==> src/rtl/popcount_pkg.sv <==
// rtl/popcount_pkg.sv - shared types, defaults and thermometer helper for popcount blocks
package popcount_pkg;

  typedef enum logic {
    IDLE  = 1'b0,
    SHIFT = 1'b1
  } state_t;

  localparam int N_DEF = 7;
  localparam int W_DEF = 3;
  localparam int N_MAX = 15;

  // Bit i is set when i < cnt; callers truncate to their own frame length.
  function automatic logic [N_MAX-1:0] therm(input int cnt);
    logic [N_MAX-1:0] t;
    for (int i = 0; i < N_MAX; i++) begin
      t[i] = (i < cnt);
    end
    return t;
  endfunction

endpackage

==> src/rtl/popcount07_unary_gen_if.sv <==
// rtl/popcount07_unary_gen_if.sv - count input / unary output handshake bundle
interface popcount07_unary_gen_if
  import popcount_pkg::*;
#(
  parameter int N = N_DEF,
  parameter int W = W_DEF
);

  logic         in_valid;
  logic         in_ready;
  logic [W-1:0] in_count;
  logic         out_valid;
  logic         out_ready;
  logic         out_bit;
  logic         out_last;
  logic [N-1:0] out_vec;
  logic         sat_err;

  modport master (
    output in_valid, in_count, out_ready,
    input  in_ready, out_valid, out_bit, out_last, out_vec, sat_err
  );

  modport slave (
    input  in_valid, in_count, out_ready,
    output in_ready, out_valid, out_bit, out_last, out_vec, sat_err
  );

endinterface

==> src/rtl/popcount_therm_enc.sv <==
// rtl/popcount_therm_enc.sv - clamp a count to N and encode it as an N-bit thermometer
module popcount_therm_enc
  import popcount_pkg::*;
#(
  parameter int N = N_DEF,
  parameter int W = W_DEF
) (
  input  logic [W-1:0] count,
  output logic [N-1:0] vec,
  output logic         sat
);

  localparam logic [W-1:0] N_W = W'(N);

  logic [W-1:0] clamped;

  always_comb begin
    sat     = (count > N_W);
    clamped = sat ? N_W : count;
    vec     = N'(therm(int'(clamped)));
  end

endmodule

==> src/rtl/popcount07_unary_gen.sv <==
// rtl/popcount07_unary_gen.sv - serialise a count as an LSB-first unary thermometer frame
module popcount07_unary_gen
  import popcount_pkg::*;
#(
  parameter int N = N_DEF,
  parameter int W = W_DEF
) (
  input  logic                   clk,
  input  logic                   rst_n,
  popcount07_unary_gen_if.slave  bus
);

  localparam logic [W-1:0] LAST_IDX = W'(N - 1);

  state_t       state;
  state_t       state_nxt;
  logic [N-1:0] sr;
  logic [N-1:0] enc_vec;
  logic [W-1:0] idx;
  logic         enc_sat;
  logic         last;
  logic         accept;
  logic         fire;

  popcount_therm_enc #(.N(N), .W(W)) u_enc (
    .count (bus.in_count),
    .vec   (enc_vec),
    .sat   (enc_sat)
  );

  assign last   = (idx == LAST_IDX);
  assign accept = bus.in_valid && bus.in_ready;
  assign fire   = bus.out_valid && bus.out_ready;

  assign bus.out_bit  = bus.out_valid && sr[0];
  assign bus.out_last = bus.out_valid && last;

  always_ff @(posedge clk or negedge rst_n) begin
    if (!rst_n) begin
      state <= IDLE;
    end else begin
      state <= state_nxt;
    end
  end

  // in_ready follows out_ready combinationally so a new frame can start with no bubble.
  always_comb begin
    state_nxt     = state;
    bus.in_ready  = 1'b0;
    bus.out_valid = 1'b0;
    case (state)
      IDLE: begin
        bus.in_ready = 1'b1;
        if (bus.in_valid) begin
          state_nxt = SHIFT;
        end
      end
      SHIFT: begin
        bus.out_valid = 1'b1;
        bus.in_ready  = bus.out_ready && last;
        if (bus.out_ready && last) begin
          state_nxt = bus.in_valid ? SHIFT : IDLE;
        end
      end
      default: state_nxt = IDLE;
    endcase
  end

  always_ff @(posedge clk or negedge rst_n) begin
    if (!rst_n) begin
      sr          <= '0;
      idx         <= '0;
      bus.out_vec <= '0;
      bus.sat_err <= 1'b0;
    end else begin
      bus.sat_err <= accept && enc_sat;
      if (accept) begin
        sr          <= enc_vec;
        bus.out_vec <= enc_vec;
        idx         <= '0;
      end else if (fire) begin
        sr  <= sr >> 1;
        idx <= last ? '0 : idx + W'(1);
      end
    end
  end

endmodule

==> src/flat_wrapper.sv <==
// flat-port wrapper written by rule: the top's interface ports become plain ports
module popcount07_unary_gen_flat import popcount_pkg::*;
#(
  parameter int N = N_DEF,
  parameter int W = W_DEF
)
  (clk, rst_n, bus_in_valid, bus_in_count, bus_out_ready, bus_in_ready, bus_out_valid, bus_out_bit, bus_out_last, bus_out_vec, bus_sat_err);
  popcount07_unary_gen_if #(.N(N), .W(W)) bus_i ();
  input  logic clk;
  input  logic rst_n;
  input wire logic [$bits(bus_i.in_valid)-1:0] bus_in_valid;
  input wire logic [$bits(bus_i.in_count)-1:0] bus_in_count;
  input wire logic [$bits(bus_i.out_ready)-1:0] bus_out_ready;
  output wire logic [$bits(bus_i.in_ready)-1:0] bus_in_ready;
  output wire logic [$bits(bus_i.out_valid)-1:0] bus_out_valid;
  output wire logic [$bits(bus_i.out_bit)-1:0] bus_out_bit;
  output wire logic [$bits(bus_i.out_last)-1:0] bus_out_last;
  output wire logic [$bits(bus_i.out_vec)-1:0] bus_out_vec;
  output wire logic [$bits(bus_i.sat_err)-1:0] bus_sat_err;
  assign bus_i.in_valid = bus_in_valid;
  assign bus_i.in_count = bus_in_count;
  assign bus_i.out_ready = bus_out_ready;
  assign bus_in_ready = bus_i.in_ready;
  assign bus_out_valid = bus_i.out_valid;
  assign bus_out_bit = bus_i.out_bit;
  assign bus_out_last = bus_i.out_last;
  assign bus_out_vec = bus_i.out_vec;
  assign bus_sat_err = bus_i.sat_err;
  popcount07_unary_gen #(.N(N), .W(W)) u_core (.clk(clk), .rst_n(rst_n), .bus(bus_i));
endmodule
==> config.mk <==
export PLATFORM = sky130hd
export DESIGN_NAME = popcount07_unary_gen_flat
export DESIGN_NICKNAME = d
export VERILOG_FILES = /design/src/rtl/popcount_pkg.sv /design/src/rtl/popcount07_unary_gen_if.sv /design/src/rtl/popcount_therm_enc.sv /design/src/rtl/popcount07_unary_gen.sv /design/src/flat_wrapper.sv
export SDC_FILE = /design/constraint.sdc
export NUM_CORES = 1
export LEC_CHECK = 0
export CAP_MARGIN = 10
export CORE_ASPECT_RATIO = 0.5
export CORE_MARGIN = 2
export CORE_UTILIZATION = 33
export CTS_CLUSTER_SIZE = 20
export DETAILED_ROUTE_END_ITERATION = 6
export SETUP_SLACK_MARGIN = 0.15
export SKIP_CTS_REPAIR_TIMING = 1
export SYNTH_ARGS = -nofsm -noshare
export SYNTH_HDL_FRONTEND = slang
export SYNTH_SLANG_ARGS = --single-unit
==> constraint.sdc <==
create_clock -name clk -period 1.4 [get_ports clk]
set_input_delay 0.28 -clock clk [delete_from_list [all_inputs] [get_ports clk]]
set_output_delay 0.28 -clock clk [all_outputs]
set_load 0.005 [all_outputs]
==> impl_results.md, run 1 <==
- Result of the run: finished, violations left
- Failing checks: setup timing
- RSZ-0062 raised after global routing: yes
- Dominant synthesized flop cell: dfrtp_1
- Family with the most delay on the worst path: compound AO/OA/AOI/OAI gates
- Post-synthesis instance area: 874.6 sq um
- Share of the synthesized netlist area taken by xor and xnor gates: 0%
- Diode count: 0
- Setup Skew: 0.002069 ns
- Share of synthesized registers carrying an async set or reset: 100.0%
- Number of endpoints failing setup at the final stage: 8
- Warnings from Yosys: 0
- ANT nets after route: 0
- Global router's overall resource usage: 14.02%
- Via count of the routed design: 779
- Largest family of logic cells by synthesized area: simple AND/OR/NAND/NOR gates
- Logic pwr share: 40.7%
- Worst-case vdd ir drop: 0.4281 mV
- Worst-path cell with the longest stage delay: dfrtp_1
- Clock sink count: 19
- Post-synthesis cell type with the largest combined area: dfrtp_1
- Final-report max-slew violation count: 0
- Net switching fraction of the power: 31.20%
- Global-route wire length before repair: 3208 um
- Clock latency of the later-clocked register in the worst-skew pair: 0.26 ns
- Share of the clock period used by the worst path after layout: 106.3%
- Clock Path Buffers: 2
- Layout cells sized above 1: 36.00%
- Pwr dens: 1496 nW/um^2
- Register cell area after layout: 475.5 sq um
- Most frequent cells after synthesis: dfrtp_1, nor2_1, nand2_1
- R2r startpoint: u_core.idx[0]
- Fraction of post-synthesis cell area in the top cell type by area: 54.36%
- Number of antenna violations at the first check in global routing: 0
- Largest net degree at the start of global routing: 20
- Crit-path max cell delay: 0.40 ns
- Cell with the most instances after synthesis: dfrtp_1
- Adder-cell area share of the yosys netlist: 0%
- TritonCTS clock tree: yes
- Clock period minus final worst setup slack: 1.488 ns
- Hold crit path type: primary input to asynchronous set/reset pin
- Chip Width: 76.81 um
- Clock transition at the registers of the reported paths: 0.07 ns
- Number of design rule violations left after detail routing: 0
- Num CTS Buffers: 3
- Half-perimeter wire length after detailed placement: 1469 um
- Ranking of synthesized cells by area: dfrtp_1, nor2_1, nand2_1
- Worst path cell trace: nand4b_4 > buf_6 > a21bo_4 > buf_6 > a221oi_2 > nor2_1
- I/O Buffers: 18
- Net count reported at finish: 133
- Crit path launch: u_core.idx[0]
- Top fanout value on the critical path: 5
- Wirelength per Cell: 13.27 um
- CP startpoint kind: flip-flop
- Setup slack at placement: -0.4041 ns
- Via count of the first global-routing pass: 682
- Final wirelength: 2149 um
- Synthesized netlist cell count: 81
- R2R cell count: 6
- Levels on crit path: 6
- Register area share after synthesis: 54.36%
- Critical path start-end classification: flip-flop to flip-flop
- Height of the die: 40.40 um
- Peak Freq: 671.9 MHz
- Worst Setup Slack, final: -0.08823 ns
- Global placement routability congestion: 0.7919
- Combined area of the multi-input logic cells: 435.4 sq um
- Starting DRC count in detailed routing: 30
- Num ports: 19
- Non-filler cells in the finished layout: 162
- Synthesized flop and latch total: 19
- Effective utilization at floorplan: 34.25%
- Mux cell area share after synthesis: 2.432%
- Data required time at the worst endpoint: 1.55 ns
- Standby leakage power: 0.7183 nW
- Number of flops mapped to enable cells by yosys: 0
- Site row count: 13
- Sequential Power Share: 41.2%
- Library cell used as clock root buffer: clkbuf_8
- Overall Power: 2.106 mW
- Arrival time of data at the critical path endpoint: 1.64 ns
- Total internal power: 1.449 mW
- Element type at the critical path end: flip-flop
- Synthesized Nets: 88
- H-tree depth: 1
- Mean number of vias per cell: 4.809
- Number of max-cap violations: 0
- Number of placed instances, taps included: 152
- Capture point of the worst reg-to-reg path: u_core.sr[5]
- Worst reg2reg setup slack: -0.09 ns
- P_sw: 657.3 uW
- Number of distinct library cells after synthesis: 29
- Area share of and/or/nand/nor cells after synthesis: 21.60%
- Residual overflow from global routing: 0
- Clk pwr share: 18.2%
- Signed area change from the synthesized netlist to the final layout: 60.94%
- Post-Synthesis Mean Instance Area: 10.80 sq um
- Fill cell count: 235
- Area of the core: 2554 sq um
- CP dominant cell by count: buf_6
- Total buffers and inverters traversed by the critical path: 2
- Iteration count of the initial detailed-routing pass: 4
- Die area: 3103 sq um
- Termination of the worst setup path: u_core.sr[5]
- Number of endpoints with negative hold slack in the final report: 0
- Complex-gate fraction of the synthesized area: 18.88%
-- metrics by stage --
step                hold WS, ns  setup TNS (ns)  area (sq um)  util (%)
floorplan              -0.01559               0         874.6         -
global placement         0.4604          -4.516          1224     47.92
detailed placement       0.4687          -4.783          1224     47.92
CTS                      0.3489          -1.657          1270     49.73
global route             0.3682         -0.9884          1408     55.12
finish                   0.3474         -0.2753          1408     55.12
-- power by group through the flow --
stage / combinational [mW] / sequential, mW / clock (mW)
2_1_floorplan: 0.322 / 0.892 / 0
3_3_place_gp: 0.799 / 0.870 / 0
3_5_place_dp: 0.813 / 0.881 / 0
4_1_cts: 0.815 / 0.871 / 0.398
5_1_grt: 0.938 / 0.891 / 0.418
6_report: 0.856 / 0.867 / 0.383
-- metal layers --
layer	share of wire, %	vias to the layer above	global-route usage, %
met4	0.51	0	2.727
met1	48	380	18.44
met5	0	-	0
li1	-	378	-
met3	4.3	3	4.279
met2	47	18	23.68
-- worst min path at each step --
stage	from	endpoint	slack [ns]	cells past startpoint
3_3_place_gp	u_core.bus.out_vec[3]	u_core.bus.out_vec[3]	0.46	1
3_5_place_dp	u_core.sr[2]	u_core.sr[2]	0.47	2
6_report	rst_n	u_core.idx[2]	0.35	2
5_1_grt	rst_n	u_core.idx[1]	0.37	2
4_1_cts	rst_n	u_core.state	0.35	2
2_1_floorplan	rst_n	u_core.bus.out_vec[0]	-0.02	0
-- worst register-to-register path: stages, from the launching register on --
cell and delay [ns]:
dfrtp_1 0.40, nand4b_4 0.18, buf_6 0.13, a21bo_4 0.23, buf_6 0.12, a221oi_2 0.25
nor2_1 0.06
-- cell usage in the layout (no fill, tap or decap), types with 2 or more instances in the layout --
cell	n
a21oi_1	2
a22o_1	3
a32o_1	2
and4b_1	2
buf_4	18
buf_6	7
clkbuf_2	3
clkbuf_8	3
clkdlybuf4s50_1	5
dfrtp_1	19
dlymetal6s2s_1	10
nand2_1	9
nor2_1	12
nor2_2	2
nor3_1	4
o21ai_0	3
-- registers in the layout, summed over array words and instances (netlist names) --
signal              cells
u_core.bus.sat_err      1
u_core.state            1
u_core.sr               7
u_core.idx              3
u_core.bus.out_vec      7
-- cell type report --
type                            instances  area share (%)
Clock buffer                            3           2.933
Sequential cell                        19           33.78
Timing Repair Buffer                   43           28.71
Multi-Input combinational cell         59           30.93
Clock inverter                          1          0.3556
Tap cell                               37           3.289
-- logic make-up after synthesis --
logic type / Yosys count
AO/OA/AOI/OAI: 21
AND/OR/NAND/NOR: 35
multiplexers: 2
flip-flops: 19
buffers and inverters: 3
other: 1
(Power assumes the default switching activity.)
==> run 2: changes to the inputs <==
Settings changed: CORE_MARGIN 2 to 5.
==> impl_results.md, run 2 (same netlist as run 1, synthesis figures left out) <==
- Residual overflow from global routing: 0
- Largest net degree at the start of global routing: 20
- Iteration count of the initial detailed-routing pass: 4
- Via count of the routed design: 742
- Data required time at the worst endpoint: 1.54 ns
- Topmost layer with routed signal wires: met4
- Top fanout value on the critical path: 6
- Top flop regs: u_core.bus.out_vec x7, u_core.sr x7, u_core.idx x3
- Num CTS Buffers: 3
- Library cell used as clock root buffer: clkbuf_8
- Site row count: 13
- Peak Freq: 654.6 MHz
- Chip Width: 82.81 um
- Clock Path Buffers: 2
- Clock period minus final worst setup slack: 1.528 ns
- Final-layout setup total negative slack: -0.4740 ns
- Overall Power: 2.142 mW
- Number of design rule violations left after detail routing: 0
- Clock latency of the later-clocked register in the worst-skew pair: 0.26 ns
- Routed length on met1: 1005 um
- Num ports: 19
- Global placement routability congestion: 0.7137
- Wirelength per Cell: 12.41 um
- Effective utilization at floorplan: 34.03%
- Share of the clock period used by the worst path after layout: 109.1%
- Commonest non-fill, non-tap cell in the layout: buf_4
- Post-route worst hold slack: 0.3466 ns
- Commonest cells after routing, fill and taps aside: buf_4, dfrtp_1, nor2_1, dlymetal6s2s_1, buf_6
- Starting DRC count in detailed routing: 16
- RSZ-0062 raised after global routing: yes
- Clock sink count: 19
- Area of the core: 2570 sq um
- Net count reported at finish: 135
- Number of antenna violations at the first check in global routing: 0
- Global router's overall resource usage: 11.14%
- R2r startpoint: u_core.idx[0]
- Number of endpoints with negative hold slack in the final report: 0
- Setup Skew: 0.004776 ns
- Signed area change from the synthesized netlist to the final layout: 60.80%
- Failing checks: setup timing
- Non-filler cells in the finished layout: 164
- Met2 wire length: 920 um
- Pwr dens: 1523 nW/um^2
- Number of endpoints failing setup at the final stage: 12
- Layout cells sized above 1: 37.01%
- TritonCTS clock tree: yes
- Final wirelength: 2036 um
- Hold crit path type: primary input to asynchronous set/reset pin
- Die area: 3842 sq um
- Height of the die: 46.40 um
- Worst-case vdd ir drop: 0.5638 mV
- Arrival time of data at the critical path endpoint: 1.67 ns
- Final-report max-slew violation count: 0
- Number of placed instances, taps included: 153
- ANT nets after route: 0
- Worst Setup Slack, final: -0.1276 ns
- CP startpoint kind: flip-flop
- Half-perimeter wire length after detailed placement: 1526 um
- Standby leakage power: 0.7266 nW
- Via count of the first global-routing pass: 718
- Setup slack at placement: -0.4350 ns
- Mean number of vias per cell: 4.524
- Global-route wire length before repair: 3305 um
- Clock transition at the registers of the reported paths: 0.07 ns
- H-tree depth: 1
- Critical path start-end classification: flip-flop to flip-flop
- Crit path launch: u_core.idx[0]
- Result of the run: finished, violations left
- Wire length on met3: 75 um
- Number of max-cap violations: 0
- I/O Buffers: 18
- Element type at the critical path end: flip-flop
- Diode count: 0
[run 2: changes by cell type in the layout (fill, tap and decap cells not counted), sizes merged]
cell / before / now
buf: 25 / 30
clkbuf: 6 / 4
dlymetal6s2s: 10 / 9
[run 2: where the power goes]
| group | internal, mW | leakage, nW | switching (mW) |
|---|---|---|---|
| Clock | 0.198 | 0.0255 | 0.185 |
| Combinational | 0.559 | 0.477 | 0.345 |
| Sequential | 0.740 | 0.224 | 0.115 |
[run 2: worst max-delay path, stage by stage, from the launching register on]
cell,delay (ns)
dfrtp_1,0.40
nand4b_4,0.20
buf_6,0.14
a21bo_4,0.21
buf_6,0.13
a221oi_2,0.25
nor2_1,0.08
[run 2: final cells by class]
| type | instances | area, sq um |
|---|---|---|
| well taps | 37 | 46.29 |
| multi-input cells | 59 | 414.1 |
| clock inverters | 1 | 5.005 |
| clock buffers | 3 | 41.29 |
| fillers | 241 | 1164 |
| repair buffers | 45 | 424.2 |
| flip-flops and latches | 19 | 475.5 |
[run 2: path summary, 6_finish.rpt]
check,to,slack [ns],cells after the start
hold reg to reg,u_core.sr[2],0.48,2
hold / removal,u_core.sr[1],0.35,2
setup / recovery,u_core.sr[5],-0.13,6
setup reg to reg,u_core.sr[5],-0.13,6
min in group clk,u_core.sr[2],0.48,2
max in group asynchronous,u_core.bus.out_vec[6],0.85,2
[run 2: per-layer routing]
metal	vias to the layer above	GRT usage (%)
met5	-	0
met4	0	4.886
met3	4	3.571
met2	12	18.95
met1	346	13.42
li1	380	-
[run 2: metrics by stage]
| step | utilization, % | cell area, sq um |
|---|---|---|
| global placement | 47.91 | 1231 |
| floorplan | - | 874.6 |
| global route | 54.72 | 1406 |
| CTS | 49.71 | 1277 |
| finish | 54.72 | 1406 |
| detailed placement | 47.91 | 1231 |
==> run 3: changes to the inputs <==
Settings changed: CORE_ASPECT_RATIO 0.5 to 1.2, RECOVER_POWER set to 100.
==> impl_results.md, run 3 (same netlist as run 1, synthesis figures left out) <==
- Arrival time of data at the critical path endpoint: 1.64 ns
- Family with the most delay on the worst path: compound AO/OA/AOI/OAI gates
- Number of max-cap violations: 0
- Crit-path max cell delay: 0.41 ns
- Non-filler cells in the finished layout: 158
- Worst path cell trace: buf_6 > nand4b_4 > buf_6 > buf_6 > a21boi_4 > nor2_1 > o31ai_1
- Peak Freq: 694.9 MHz
- Number of antenna violations at the first check in global routing: 0
- Largest net degree at the start of global routing: 20
- Element type at the critical path end: flip-flop
- Overall Power: 2.012 mW
- Number of endpoints with negative hold slack in the final report: 0
- Cell area reported after detailed placement: 1219 sq um
- Clock latency of the later-clocked register in the worst-skew pair: 0.29 ns
- Worst-case vdd ir drop: 0.8609 mV
- Net count reported at finish: 133
- Half-perimeter wire length after detailed placement: 1445 um
- Combined area of the multi-input logic cells: 434.2 sq um
- Global-route wire length before repair: 3346 um
- Result of the run: finished, violations left
- CP dominant cell by count: buf_6
- Top flop regs: u_core.bus.out_vec x7, u_core.sr x7, u_core.idx x3
- Final-layout setup total negative slack: -0.1313 ns
- Height of the die: 66.40 um
- Via count of the routed design: 758
- Post-route worst hold slack: 0.4678 ns
- Critical path start-end classification: flip-flop to flip-flop
- Final wirelength: 2038 um
- Global router's overall resource usage: 11.13%
- Library cell used as clock root buffer: clkbuf_4
- Number of design rule violations left after detail routing: 0
- Via count of the first global-routing pass: 773
- Num CTS Buffers: 3
- Clock Path Buffers: 2
- Final standard cell area without fillers: 1380 sq um
- Clock transition at the registers of the reported paths: 0.10 ns
- Die area: 3784 sq um
- Worst-path cell with the longest stage delay: dfrtp_1
- Register cell area after layout: 476.7 sq um
- Failing checks: setup timing
- R2r startpoint: u_core.idx[2]
- Final-report max-slew violation count: 0
- Num ports: 19
- Site row count: 20
- Chip Width: 57.00 um
- Top fanout value on the critical path: 4
- Starting DRC count in detailed routing: 22
- R2R cell count: 7
- Clock period minus final worst setup slack: 1.439 ns
- Commonest cells after routing, fill and taps aside: dfrtp_1, buf_4, nor2_1, dlymetal6s2s_1, nand2_1
- Fill cell count: 256
- Signed area change from the synthesized netlist to the final layout: 57.80%
- Commonest non-fill, non-tap cell in the layout: dfrtp_1
- Standby leakage power: 0.7013 nW
- Capture point of the worst reg-to-reg path: u_core.sr[2]
- TritonCTS clock tree: yes
- Number of endpoints failing setup at the final stage: 7
- H-tree depth: 1
- Share of the clock period used by the worst path after layout: 102.8%
- Effective utilization at floorplan: 34.26%
- Residual overflow from global routing: 0
- Number of placed instances, taps included: 148
- ANT nets after route: 0
- Clock sink count: 19
- Global placement routability congestion: 0.7375
- RSZ-0062 raised after global routing: yes
- Data required time at the worst endpoint: 1.60 ns
- Hold crit path type: primary input to asynchronous set/reset pin
- Wirelength per Cell: 12.90 um
- Total buffers and inverters traversed by the critical path: 3
- Iteration count of the initial detailed-routing pass: 3
- CP startpoint kind: flip-flop
- Pwr dens: 1458 nW/um^2
- Mean number of vias per cell: 4.797
- Layout cells sized above 1: 36.00%
- I/O Buffers: 18
- Setup Skew: 0.001956 ns
- Diode count: 0
- Worst reg2reg setup slack: -0.04 ns
- Area of the core: 2552 sq um
- Worst Setup Slack, final: -0.03912 ns
[run 3: changes by cell type in the layout (fill, tap and decap cells not counted), moves of 2 or more]
| cell | change |
|---|---|
| clkbuf_8 | -3 |
| clkbuf_2 | +2 |
| nor2_2 | +2 |
| clkbuf_4 | +3 |
| buf_4 | -3 |
| buf_6 | -2 |
| nor2_1 | -2 |
[run 3: through the flow]
stage / util [%] / worst slack, ns
after global placement: 47.75 / -0.3907
final: 54.07 / -0.03912
after floorplan: - / 0.06787
after CTS: 48.77 / -0.4219
after global routing: 54.07 / -0.1402
after detailed placement: 47.75 / -0.4157
[run 3: worst max path at each step]
| stage | start | endpoint | slack [ns] | depth (start not counted) |
|---|---|---|---|---|
| after CTS | bus_out_ready | bus_in_ready | -0.42 | 4 |
| after global routing | u_core.idx[2] | u_core.sr[5] | -0.14 | 8 |
| final | u_core.idx[2] | u_core.sr[2] | -0.04 | 7 |
| after global placement | bus_out_ready | bus_in_ready | -0.39 | 4 |
| after floorplan | u_core.idx[0] | u_core.sr[5] | 0.07 | 5 |
| after detailed placement | bus_out_ready | bus_in_ready | -0.42 | 4 |
[run 3: routing by layer]
layer,track usage [%],part of all wire (%)
met5,0,0
met2,19.29,51
met3,2.344,3.5
met4,3.478,0.39
met1,13.70,45
[run 3: area by class of cell]
type                            count  share of cell area, %
Clock buffer                        4                  1.904
Multi-Input combinational cell     59                  31.46
Sequential cell                    19                  34.54
Tap cell                           33                  2.992
Timing Repair Buffer               43                  29.10
[run 3: power breakdown]
| group | total [mW] | internal [mW] | switching, mW |
|---|---|---|---|
| Sequential | 0.857 | 0.739 | 0.118 |
| Clock | 0.271 | 0.111 | 0.160 |
| Combinational | 0.884 | 0.536 | 0.349 |
| Total | 2.01 | 1.39 | 0.627 |
